<file path="config.mk">
export PLATFORM = sky130hd
export DESIGN_NAME = debug_tx_arbiter
export DESIGN_NICKNAME = d
export VERILOG_FILES = /design/src/rtl/debug_tx_arbiter.sv
export SDC_FILE = /design/constraint.sdc
export NUM_CORES = 1
export LEC_CHECK = 0
export BUFFER_PORTS_ARGS = -buffer_cell sky130_fd_sc_hd__buf_2
export CORE_MARGIN = 5
export CORE_UTILIZATION = 44
export DETAILED_ROUTE_END_ITERATION = 12
export GPL_TIMING_DRIVEN = 0
export PLACE_DENSITY_LB_ADDON = 0.3
export SKIP_LAST_GASP = 1
export SYNTH_ARGS = -nofsm -noshare
export SYNTH_HDL_FRONTEND = slang
export SYNTH_SLANG_ARGS = --single-unit
export TNS_END_PERCENT = 100
</file>
<file path="constraint.sdc">
create_clock -name clk_in -period 1.3 [get_ports clk_in]
set_input_delay 0.13 -clock clk_in [delete_from_list [all_inputs] [get_ports clk_in]]
set_output_delay 0.13 -clock clk_in [all_outputs]
set_load 0.03 [all_outputs]
</file>
<file path="src/rtl/debug_tx_arbiter.sv">
// debug_tx_arbiter: round-robin sharing of one debug uart_tx among NUM_REQ
// frame-oriented byte sources. A granted requester keeps the transmitter for a
// whole frame. Each byte is sent with a tx_start pulse, and the arbiter follows
// tx_busy through the full character.
//
// Ports:
//   clk_in, reset            clock, asynchronous active-high reset
//   req[NUM_REQ]             per-requester frame request (held for the frame)
//   req_data[NUM_REQ*8]      byte from requester i on [8i+7:8i]
//   req_last[NUM_REQ]        marks req_data[i] as the final byte of the frame
//   grant[NUM_REQ]           one-hot (or zero) transmitter owner
//   byte_ack[NUM_REQ]        one-cycle pulse: byte consumed, present the next
//   tx_start, tx_data[8]     to uart_tx i_start / i_data
//   tx_busy                  from uart_tx o_busy
//   active                   high while grant is nonzero
//   abort_pulse              one-cycle pulse when the owner drops req mid-frame
module debug_tx_arbiter #(
    parameter int unsigned NUM_REQ            = 2,
    parameter int unsigned BUSY_TIMEOUT       = 4,
    parameter int unsigned BUSY_TIMEOUT_WIDTH = 3
) (
    input  logic                    clk_in,
    input  logic                    reset,
    input  logic [NUM_REQ-1:0]      req,
    input  logic [NUM_REQ*8-1:0]    req_data,
    input  logic [NUM_REQ-1:0]      req_last,
    output logic [NUM_REQ-1:0]      grant,
    output logic [NUM_REQ-1:0]      byte_ack,
    output logic                    tx_start,
    output logic [7:0]              tx_data,
    input  logic                    tx_busy,
    output logic                    active,
    output logic                    abort_pulse
);

    localparam int unsigned PTR_W = (NUM_REQ > 1) ? $clog2(NUM_REQ) : 1;
    localparam int unsigned CNT_W = BUSY_TIMEOUT_WIDTH;

    typedef enum logic [2:0] {
        IDLE,
        LOAD,
        START,
        WAIT_HI,
        WAIT_LO
    } state_t;

    state_t               state, state_nxt;
    logic [PTR_W-1:0]     owner, owner_nxt;
    logic [PTR_W-1:0]     rr_ptr, rr_ptr_nxt;
    logic [CNT_W-1:0]     cnt, cnt_nxt;
    logic                 last_flag, last_flag_nxt;
    logic [NUM_REQ-1:0]   grant_nxt, byte_ack_nxt;
    logic                 tx_start_nxt, active_nxt, abort_pulse_nxt;
    logic [7:0]           tx_data_nxt;

    // Round-robin pick: first set req starting just after rr_ptr.
    logic [PTR_W-1:0]     pick;
    logic [PTR_W-1:0]     idx;
    logic                 found;

    always_comb begin
        pick  = rr_ptr;
        idx   = rr_ptr;
        found = 1'b0;
        for (int unsigned i = 1; i <= NUM_REQ; i++) begin
            idx = PTR_W'((32'(rr_ptr) + i) % NUM_REQ);
            if (!found && req[idx]) begin
                found = 1'b1;
                pick  = idx;
            end
        end
    end

    // State and registered outputs.
    always_ff @(posedge clk_in or posedge reset) begin
        if (reset) begin
            state       <= IDLE;
            owner       <= '0;
            rr_ptr      <= PTR_W'(NUM_REQ - 1);
            cnt         <= '0;
            last_flag   <= 1'b0;
            grant       <= '0;
            byte_ack    <= '0;
            tx_start    <= 1'b0;
            tx_data     <= '0;
            active      <= 1'b0;
            abort_pulse <= 1'b0;
        end else begin
            state       <= state_nxt;
            owner       <= owner_nxt;
            rr_ptr      <= rr_ptr_nxt;
            cnt         <= cnt_nxt;
            last_flag   <= last_flag_nxt;
            grant       <= grant_nxt;
            byte_ack    <= byte_ack_nxt;
            tx_start    <= tx_start_nxt;
            tx_data     <= tx_data_nxt;
            active      <= active_nxt;
            abort_pulse <= abort_pulse_nxt;
        end
    end

    // Next-state and next-output logic; pulses default low, everything else holds.
    always_comb begin
        state_nxt       = state;
        owner_nxt       = owner;
        rr_ptr_nxt      = rr_ptr;
        cnt_nxt         = cnt;
        last_flag_nxt   = last_flag;
        grant_nxt       = grant;
        byte_ack_nxt    = '0;
        tx_start_nxt    = 1'b0;
        tx_data_nxt     = tx_data;
        active_nxt      = active;
        abort_pulse_nxt = 1'b0;

        case (state)
            IDLE: begin
                if (found) begin
                    owner_nxt  = pick;
                    grant_nxt  = NUM_REQ'(1) << pick;
                    active_nxt = 1'b1;
                    state_nxt  = LOAD;
                end
            end
            LOAD: begin
                if (!req[owner]) begin
                    // Owner abandoned the frame; rr_ptr is left alone.
                    grant_nxt       = '0;
                    active_nxt      = 1'b0;
                    abort_pulse_nxt = 1'b1;
                    state_nxt       = IDLE;
                end else begin
                    tx_data_nxt   = req_data[{owner, 3'b000} +: 8];
                    last_flag_nxt = req_last[owner];
                    byte_ack_nxt  = grant;
                    tx_start_nxt  = 1'b1;
                    state_nxt     = START;
                end
            end
            START: begin
                cnt_nxt   = '0;
                state_nxt = WAIT_HI;
            end
            WAIT_HI: begin
                // Give up on busy after BUSY_TIMEOUT so a dead uart cannot hang us.
                if (tx_busy || (cnt == CNT_W'(BUSY_TIMEOUT))) begin
                    state_nxt = WAIT_LO;
                end else begin
                    cnt_nxt = cnt + CNT_W'(1);
                end
            end
            WAIT_LO: begin
                if (!tx_busy) begin
                    if (last_flag) begin
                        rr_ptr_nxt = owner;
                        grant_nxt  = '0;
                        active_nxt = 1'b0;
                        state_nxt  = IDLE;
                    end else begin
                        state_nxt = LOAD;
                    end
                end
            end
            default: begin
                state_nxt = IDLE;
            end
        endcase
    end

endmodule

</file>
==> flow_metrics.tcl <==
set metrics [dict create \
    power_density_mw_per_mm2 2420 \
    fin_crit_sh_pct 101 \
    clock_skew_ps 1.72 \
    drcViolationCount 0 \
    netlist_top_cells_count "dfrtp_1 (23), nand2_1 (15), mux2i_1 (11), o21ai_0 (11)" \
    drive_above_1_share_pct 38.4 \
    cp.required_ps 1510 \
    slew_headroom_pct 39.6 \
    cpPeakStageDelay_ps 420 \
    fin_nets 177 \
    async_reset_ff_share_pct 100 \
    via_per_inst 4.99 \
    rsz0062_at_grt "true" \
    syn_inst 107 \
    grt_max_degree 25 \
    p_leak_nw 0.776 \
    htree_num_levels 1 \
    synth_top_area_share_pct 51.3 \
    drv_cap 0 \
    setup_violations 2 \
    io_buffers 37 \
    hpwl_um 1720 \
    clockBufferDepth 2 \
    drv_slew 0 \
    netlist_top_cells_area "dfrtp_1 (51%), mux2i_1 (9.8%), nand2_1 (5.0%), o21ai_0 (4.9%), dfstp_2 (2.3%)" \
    rows 18 \
    grt_pass1_vias 934 \
    violations "hold timing, setup timing" \
    synth-edff-count 0 \
    cts_tree "built" \
    die_x_um 60.5 \
    synth.largest_area_cell "dfrtp_1" \
    dr.pass1.iters 4 \
    synthesis.nets 132 \
    io_pins 38 \
    worst-slew-pin-transition_ps 905 \
    clkLatencyLatePin_ps 300 \
    critPathSlowestCell "dfrtp_1" \
    cp_cell_sequence "mux2_4 -> nand3b_1 -> buf_4 -> inv_2 -> and2_1" \
    critPathKind "flip-flop to flip-flop" \
    holdBufCountCts 0 \
    gp_congestion 0.743 \
    hold_viol 15 \
    ys_warn_count 0 \
    drt_iter0_drc 10 \
    netlist_area_mm2 0.00112 \
    antenna_found_initial 0 \
    placed_cell_area_mm2 0.00134 \
    cts.reportedPaths.clkPinSlew_ps 130 \
    synthToLayoutAreaGrowth_pct 27.7 \
    setup_ws_ps -16.1 \
    cp_max_fo 10 \
    ys_seq_area_share_pct 53.7 \
    yosysMostFrequentCell "dfrtp_1" \
    die-area_mm2 0.00366 \
    wl_per_cell_um 12.7 \
    clockRootBuffer "clkbuf_4" \
    fin_hold_ws_ps -5.71 \
    cts_sinks 24 \
    grt_util_all_layers_pct 14.0 \
    drt-total-wl_um 2290 \
    fin_area_mm2 0.00143 \
    n_antenna_cell 0 \
    drtAntennaViolNets 0 \
    power_mw 3.46 \
    fillers 232 \
    worst_setup_path_start_kind "flip-flop" \
    syn_area_per_cell_um2 10.5 \
    grt-ovfl-total 0 \
    ys_ff_latch 24 \
    die_h_um 60.5 \
    initial_core_util_pct 45.7 \
    cp.arrival_ps 1530 \
    core_mm2 0.00245 \
    status "finished, violations left" \
    cp-end-kind "flip-flop" \
    min_path_type "primary input to async pin" \
    grt_pass1_wl_um 3860 \
    numCtsBuffers 3 \
    routed-via-count 904 \
    min_period_ps 1320 \
    fmax_mhz 760 \
    yosysUniqueCellTypes 30 \
    synthFlopType "dfrtp_1" \
    vdd_ir_drop_max_mv 1.39 \
]
==> power by group <==
group          total (mW)  switching [mW]  internal [mW]
registers            1.25           0.177           1.07
logic                1.82            1.11          0.710
clock network       0.390           0.220          0.171
==> worst max-delay path, delay by kind of cell (launching register included) <==
kind	cells	cell delay, ps
DFF	1	420
muxes	1	330
and+or+nand+nor	2	250
buffers and inverters	2	230
==> worst paths after layout <==
check                              end        start  cells past startpoint  slack, ps
max                        byte_ack[1]        owner                      5        -20
min                         tx_data[7]        reset                      2         -6
max reg2reg                byte_ack[1]        owner                      5        -20
min reg2reg                 tx_data[3]   tx_data[3]                      2        490
max in group asynchronous     state[0]        reset                      2        700
min in group clk_in          last_flag  req_last[0]                      3        100
==> cell families after synthesis <==
family                     share of synthesized area, %
adders and majority gates                          2.23
and+or+nand+nor                                    15.3
muxes                                              11.2
buffers and inverters                              5.36
DFF                                                53.7
AOI/OAI and AO/OA                                  12.3
==> flip-flops by register name, summed over array words and instances (netlist names) <==
register / count
rr_ptr: 1
last_flag: 1
state: 3
byte_ack: 2
abort_pulse: 1
grant: 2
tx_start: 1
cnt: 3
tx_data: 8
active: 1
owner: 1
==> layout by cell type, fill, tap and decap left out <==
cell type,instances
buf_2,38
dfrtp_1,22
nand2_1,15
mux2i_1,11
o21ai_0,9
buf_4,6
nor2_1,6
inv_1,6
o21ai_1,3
nand3_1,3
a21oi_1,3
clkbuf_4,3
and2_1,2
o31ai_1,2
ha_1,2
mux2_4,1
nor2b_4,1
nand3b_1,1
inv_2,1
buf_6,1
a21oi_2,1
nand3_2,1
nand2b_1,1
nor4_4,1
o2bb2ai_1,1
and3_4,1
a22o_1,1
nor3b_1,1
o31a_1,1
nor4_1,1
a32oi_1,1
a21o_1,1
clkbuf_8,1
dfstp_2,1
dfrtp_2,1
==> metal layers <==
| metal | global-route usage (%) | part of all wire [%] | up-vias |
|---|---|---|---|
| li1 | - | - | 454 |
| met1 | 16.2 | 44 | 418 |
| met2 | 25.8 | 47 | 30 |
| met3 | 3.83 | 7.5 | 2 |
| met4 | 2.79 | 0.61 | 0 |
| met5 | 0 | 0 | - |
==> stage by stage <==
| step | TNS, ps | hold WS [ps] | util (%) | instances | setup slack (ps) |
|---|---|---|---|---|---|
| 5_1_grt | -332 | 75.0 | 58.3 | 181 | -72.4 |
| 3_5_place_dp | -94.0 | 384 | 54.7 | 174 | -27.5 |
| 6_report | -30.7 | -5.71 | 58.3 | 181 | -16.1 |
| 2_1_floorplan | 0 | 144 | - | 107 | 75.9 |
| 4_1_cts | -43.7 | 37.8 | 57.3 | 180 | -16.3 |
| 3_3_place_gp | -21.4 | 364 | 54.7 | 174 | -10.9 |
==> final cells by class <==
cell class	count	area, µm²	share of cell area (%)
multi-input cells	71	482	33.7
plain buffers	5	38.8	2.71
repair buffers	40	208	14.5
inverters	7	26.3	1.84
well taps	30	37.5	2.62
clock buffers	4	36.3	2.53
flip-flops and latches	24	603	42.1
==> what timing repair did <==
action                     4_1_cts  5_1_grt
gates resized for setup          3        7
pin swaps                        0        2
setup endpoints to repair       15       16
hold endpoints to repair         0        0
buffers inserted                 2        1
Note: power is estimated with default switching activity, not from simulation.
